### src/rtl/digit_serial_adder_pkg.sv
// Shared constants and state encoding for the digit-serial adder datapath.
package digit_serial_adder_pkg;

  localparam int unsigned DigitW = 4;

  typedef enum logic [1:0] {
    StIdle = 2'd0,
    StRun  = 2'd1,
    StDone = 2'd2
  } state_e;

endpackage

### src/rtl/cla4_slice.sv
// 4-bit carry-lookahead slice: per-bit propagate/generate feeding one lookahead node.
module cla4_slice
  import digit_serial_adder_pkg::*;
(
  input  logic [DigitW-1:0] a_i,
  input  logic [DigitW-1:0] b_i,
  input  logic              c_i,
  output logic [DigitW-1:0] s_o,
  output logic              c3_o,
  output logic              c4_o,
  output logic              p_o,
  output logic              g_o
);

  logic [DigitW-1:0] p;
  logic [DigitW-1:0] g;
  logic [DigitW-1:0] c;

  always_comb begin
    p = a_i ^ b_i;
    g = a_i & b_i;

    c[0] = c_i;
    c[1] = g[0] | (p[0] & c_i);
    c[2] = g[1] | (p[1] & g[0]) | (p[1] & p[0] & c_i);
    c[3] = g[2] | (p[2] & g[1]) | (p[2] & p[1] & g[0]) | (p[2] & p[1] & p[0] & c_i);

    p_o  = &p;
    g_o  = g[3] | (p[3] & g[2]) | (p[3] & p[2] & g[1]) | (p[3] & p[2] & p[1] & g[0]);
    c4_o = g_o | (p_o & c_i);
    c3_o = c[3];
    s_o  = p ^ c;
  end

endmodule

### src/rtl/digit_serial_adder.sv
// Digit-serial WIDTH-bit adder: one CLA slice, one digit per RUN cycle, valid/ready on both sides.
module digit_serial_adder
  import digit_serial_adder_pkg::*;
#(
  parameter int unsigned WIDTH = 16
) (
  input  logic             clk,
  input  logic             rst_n,
  input  logic             in_valid,
  output logic             in_ready,
  input  logic [WIDTH-1:0] a,
  input  logic [WIDTH-1:0] b,
  input  logic             cin,
  output logic             out_valid,
  input  logic             out_ready,
  output logic [WIDTH-1:0] sum,
  output logic             cout,
  output logic             ovf
);

  localparam int unsigned NDIG = WIDTH / DigitW;
  localparam int unsigned CntW = $clog2(NDIG);
  localparam logic [CntW-1:0] CntLast = CntW'(NDIG - 1);

  state_e            state_q, state_d;
  logic [CntW-1:0]   cnt_q, cnt_d;
  logic [WIDTH-1:0]  a_sh_q, a_sh_d;
  logic [WIDTH-1:0]  b_sh_q, b_sh_d;
  logic [WIDTH-1:0]  sum_sh_q, sum_sh_d;
  logic              carry_q, carry_d;
  logic [WIDTH-1:0]  sum_q, sum_d;
  logic              cout_q, cout_d;
  logic              ovf_q, ovf_d;

  logic [DigitW-1:0] slice_s;
  logic              slice_c3;
  logic              slice_c4;
  logic              slice_p;
  logic              slice_g;
  logic              unused_pg;

  cla4_slice u_slice (
    .a_i  (a_sh_q[DigitW-1:0]),
    .b_i  (b_sh_q[DigitW-1:0]),
    .c_i  (carry_q),
    .s_o  (slice_s),
    .c3_o (slice_c3),
    .c4_o (slice_c4),
    .p_o  (slice_p),
    .g_o  (slice_g)
  );

  // Group P/G are only needed when slices are chained; a single serial slice ignores them.
  assign unused_pg = slice_p ^ slice_g;

  always_comb begin
    state_d  = state_q;
    cnt_d    = cnt_q;
    a_sh_d   = a_sh_q;
    b_sh_d   = b_sh_q;
    sum_sh_d = sum_sh_q;
    carry_d  = carry_q;
    sum_d    = sum_q;
    cout_d   = cout_q;
    ovf_d    = ovf_q;

    case (state_q)
      StIdle: begin
        if (in_valid) begin
          a_sh_d  = a;
          b_sh_d  = b;
          carry_d = cin;
          cnt_d   = '0;
          state_d = StRun;
        end
      end
      StRun: begin
        // Digits enter at the top so the first (least significant) one ends at bit 0.
        sum_sh_d = {slice_s, sum_sh_q[WIDTH-1:DigitW]};
        a_sh_d   = {{DigitW{1'b0}}, a_sh_q[WIDTH-1:DigitW]};
        b_sh_d   = {{DigitW{1'b0}}, b_sh_q[WIDTH-1:DigitW]};
        carry_d  = slice_c4;
        cnt_d    = cnt_q + 1'b1;
        if (cnt_q == CntLast) begin
          sum_d   = sum_sh_d;
          cout_d  = slice_c4;
          ovf_d   = slice_c3 ^ slice_c4;
          state_d = StDone;
        end
      end
      StDone: begin
        if (out_ready) begin
          state_d = StIdle;
        end
      end
      default: state_d = StIdle;
    endcase
  end

  always_ff @(posedge clk or negedge rst_n) begin
    if (!rst_n) begin
      state_q  <= StIdle;
      cnt_q    <= '0;
      a_sh_q   <= '0;
      b_sh_q   <= '0;
      sum_sh_q <= '0;
      carry_q  <= 1'b0;
      sum_q    <= '0;
      cout_q   <= 1'b0;
      ovf_q    <= 1'b0;
    end else begin
      state_q  <= state_d;
      cnt_q    <= cnt_d;
      a_sh_q   <= a_sh_d;
      b_sh_q   <= b_sh_d;
      sum_sh_q <= sum_sh_d;
      carry_q  <= carry_d;
      sum_q    <= sum_d;
      cout_q   <= cout_d;
      ovf_q    <= ovf_d;
    end
  end

  assign in_ready  = (state_q == StIdle);
  assign out_valid = (state_q == StDone);
  assign sum       = sum_q;
  assign cout      = cout_q;
  assign ovf       = ovf_q;

endmodule

### config.mk
export PLATFORM = sky130hd
export DESIGN_NAME = digit_serial_adder
export DESIGN_NICKNAME = d
export VERILOG_FILES = /design/src/rtl/digit_serial_adder_pkg.sv /design/src/rtl/cla4_slice.sv /design/src/rtl/digit_serial_adder.sv
export SDC_FILE = /design/constraint.sdc
export NUM_CORES = 1
export LEC_CHECK = 0
export BUFFER_PORTS_ARGS = -buffer_cell sky130_fd_sc_hd__buf_2
export CAP_MARGIN = 20
export CORE_ASPECT_RATIO = 1.75
export CORE_MARGIN = 2
export CORE_UTILIZATION = 39
export CTS_BUF_LIST = sky130_fd_sc_hd__clkbuf_8
export CTS_CLUSTER_DIAMETER = 80
export DETAILED_ROUTE_END_ITERATION = 10
export PLACE_DENSITY = 0.6
export SYNTH_ARGS = -nofsm -noshare
export SYNTH_HDL_FRONTEND = slang
export SYNTH_SLANG_ARGS = --single-unit
### constraint.sdc
create_clock -name clk -period 3.8 [get_ports clk]
set_clock_uncertainty 0.2 [all_clocks]
set_input_delay 0.38 -clock clk [delete_from_list [all_inputs] [get_ports clk]]
set_output_delay 0.38 -clock clk [all_outputs]
set_load 0.01 [all_outputs]
==> summary.md <==
| Metric | Value |
|---|---|
| TritonCTS clock tree | `done` |
| Synth unique cells | `32` |
| Layout cells sized above 1 | `about 26%` |
| Finish-stage setup viols | `0` |
| Yosys warnings | `0` |
| WP buf/inv | `4` |
| Antenna violations before repair | `0` |
| Worst R2R Start | `state_q[0]` |
| Die Y | `121 um` |
| Min-delay src | `out_ready` |
| Final Hold Fails | `0` |
| Commonest cells after routing, fill and taps aside | `dfrtp_1, buf_2, nand2_1` |
| RSZ-0062 raised after global routing | `no` |
| Top cell type by total area after synthesis | `dfrtp_1` |
| Post-Route WL | `6590 um` |
| Slowest cell on the critical path | `dfrtp_1` |
| Reg2reg path depth | `3` |
| Max Cap Viol | `0` |
| Clk root buf | `clkbuf_8` |
| FF-to-FF setup slack | `1.56 ns` |
| Critical Path Sink Type | `output port` |
| Synth Area in Adders | `~2.7%` |
| Cts bufs inserted | `9` |
| Crit path max-delay family | `buffers and inverters` |
| Core Rows | `42` |
| Post-synthesis sequential area ratio | `54.9%` |
| Hold Buf Count CTS | `1` |
| Drt pass-1 iters | `4` |
| Port-buffer cells | `56` |
| Chip Width | `70.9 um` |
| Crit Reg-Reg Endpoint | `sum[4]` |
| Min-Delay Endpoint | `state_q[1]` |
| Starting Density | `40.4%` |
| Synth top area cells | `dfrtp_1, o21ai_0, nand2_1` |
| Routed Antenna Nets | `0` |
| Resize count post-CTS | `0` |
| Synth Instances | `approximately 290` |
| Post-route minimum period | `around 2.3 ns` |
| Slew @ Worst Pin | `0.795 ns` |
| Io pins | `57` |
| Status | `finished clean` |
| Core area | `7570 sq um` |
| Final Core Density | `between 40% and 50%` |
| PwrDens | `795 nW/um^2` |
| Overall die area | `~8600 sq um` |
| Max Root-Sink Buffers | `2` |
| CTS sink count | `67` |
| Worst Path Required | `3.22 ns` |
| Leak | `1.75 nW` |
| Simple-gate area share of the yosys netlist | `between 10 and 15%` |
| First-pass GRT wire length | `around 11,000 um` |
| Compound-Gate Fraction of Synth Area | `19.4%` |
| Mux cell area share after synthesis | `5.53%` |
| Mapped cell area | `between 3000 and 4000 sq um` |
| Worst Setup SP | `state_q[0]` |
| Critical Path Source Type | `flop` |
| Largest family of logic cells by synthesized area | `compound AO/OA/AOI/OAI gates` |
| Via count | `between 2,000 and 2,500` |
| Clk_lat worst skew | `0.35 ns` |
| Cell chain of the critical path | `buf_4 > inv_1 > nand2_1 > inv_1 > buf_2` |
| Post-CTS Setup Repair Bufs | `0` |
| Layout Nets | `386` |
| H-tree levels | `3` |
| Commonest non-fill, non-tap cell in the layout | `dfrtp_1` |
| Syn nets | `between 300 and 400` |
| Overall Global Routing Usage | `16.7%` |
| WS Path Type | `reg -> out` |
| Share of the synthesized area in the top cell type | `54.9%` |
| Hpwl dp | `4650 um` |
| Largest net degree at the start of global routing | `39` |
| Yosys reg bits | `67` |
| Max Freq | `approximately 430 MHz` |
| CP max stage delay | `0.60 ns` |
| Residual DRC | `0` |
| Grt total ovfl | `0` |
| GPL Wtd Cong | `0.763` |
| Vias in the first global route | `2,279` |
| Tightest Hold Check Type | `in -> reg` |
| Peak supply drop | `0.000351 V` |
| Setup tns final | `0 ns` |
| Mean post-synth cell area | `10.5 sq um` |
| Worst Path Arrival | `1.73 ns` |
| Final Max Tran Viols | `0` |
| Drt initial violations | `roughly 150` |
| Fin crit share | `between 60 and 70%` |
| Area grow syn2layout | `16.1%` |
| Vias per cell | `approximately 5.3` |
| Worst-path fanout max | `25` |
| Worst-path clk slew | `roughly 0.060 ns` |
| DR WL/cell | `between 15 and 20 um` |
| Synth Area in XOR/XNOR | `less than 1%` |
| Worst path most repeated cell | `inv_1` |
| Min-Delay Path Depth | `2` |
| # diodes | `0` |
| Slew headroom | `47.0%` |
[cell usage after synthesis]
| cell type | n |
|---|---|
| a211o_1 | 1 |
| a21oi_1 | 22 |
| a21oi_2 | 1 |
| a22o_1 | 4 |
| a22oi_1 | 23 |
| a2bb2oi_1 | 1 |
| a31oi_1 | 2 |
| a32o_1 | 1 |
| and2_1 | 3 |
| buf_2 | 11 |
| buf_4 | 1 |
| buf_6 | 2 |
| clkbuf_1 | 7 |
| dfrtp_1 | 67 |
| fa_1 | 1 |
| ha_1 | 5 |
| inv_1 | 6 |
| mux2_2 | 3 |
| mux2_4 | 9 |
| nand2_1 | 50 |
| nand2_4 | 1 |
| nand2b_1 | 2 |
| nor2_1 | 3 |
| nor2b_1 | 18 |
| nor2b_4 | 1 |
| o21a_1 | 1 |
| o21ai_0 | 38 |
| o21ai_1 | 2 |
| o21bai_1 | 1 |
| o21bai_2 | 1 |
| or3_1 | 1 |
| xor2_1 | 3 |
[kinds of logic after synthesis]
logic type / count (synthesis)
xor+xnor: 3
buf+inv: 27
fa+ha+maj: 6
mux: 12
simple gates: 79
compound gates: 98
flops: 67
[worst max path at each step]
stage / slack [ns] / end / depth (start not counted)
after floorplan: 2.12 / sum_sh_q[15] / 5
after global placement: 1.55 / sum[8] / 3
after detailed placement: 1.55 / sum[4] / 3
after CTS: 1.48 / out_valid / 5
after global routing: 1.36 / out_valid / 5
final: 1.49 / out_valid / 5
[where the power goes]
group	switching [mW]	internal (mW)	total (mW)	leakage (nW)
logic	0.596	0.472	1.07	0.787
clock network	0.254	0.263	0.517	0.103
registers	0.222	1.01	1.23	0.858
total	1.07	1.75	2.82	1.75
[sequential cells by signal, indices dropped and copies added (netlist names)]
register	flops
a_sh_q	16
b_sh_q	16
sum	16
sum_sh_q	12
cnt_q	2
state_q	2
carry_q	1
cout	1
ovf	1
[layer usage]
metal  global-route usage (%)  vias to the layer above  wire length, um
li1                         -                     1118                -
met1                     20.1                     1108             2740
met2                     27.2                       61             3400
met3                     4.32                       11              285
met4                     8.49                        0              167
met5                        0                        -                0
[cell type report]
type                       instances  area, sq um
fill                             760         4020
sequential                        67         1680
clock buffer                      11          151
inverter                           6         22.5
tap                               88          110
clock inverter                     5         21.3
multi-input combinational        198         1240
timing repair buffer              61          320
[through the flow]
stage	setup WS, ns	instance area (sq um)	cells	power, mW	hold WS (ns)
floorplan	2.12	3060	292	2.03	-0.116
global placement	1.55	3360	419	2.31	0.254
detailed placement	1.55	3360	419	2.33	0.254
CTS	1.48	3550	436	2.86	0.0161
global route	1.36	3550	436	3.06	0.0300
finish	1.49	3550	436	2.82	0.0291
[worst reg2reg max path, stage by stage (launching register included)]
cell     delay [ns]
dfrtp_1        0.60
nor2b_4        0.64
nand2_4        0.32
mux2_4         0.38
Note: power is estimated with default switching activity, not from simulation.
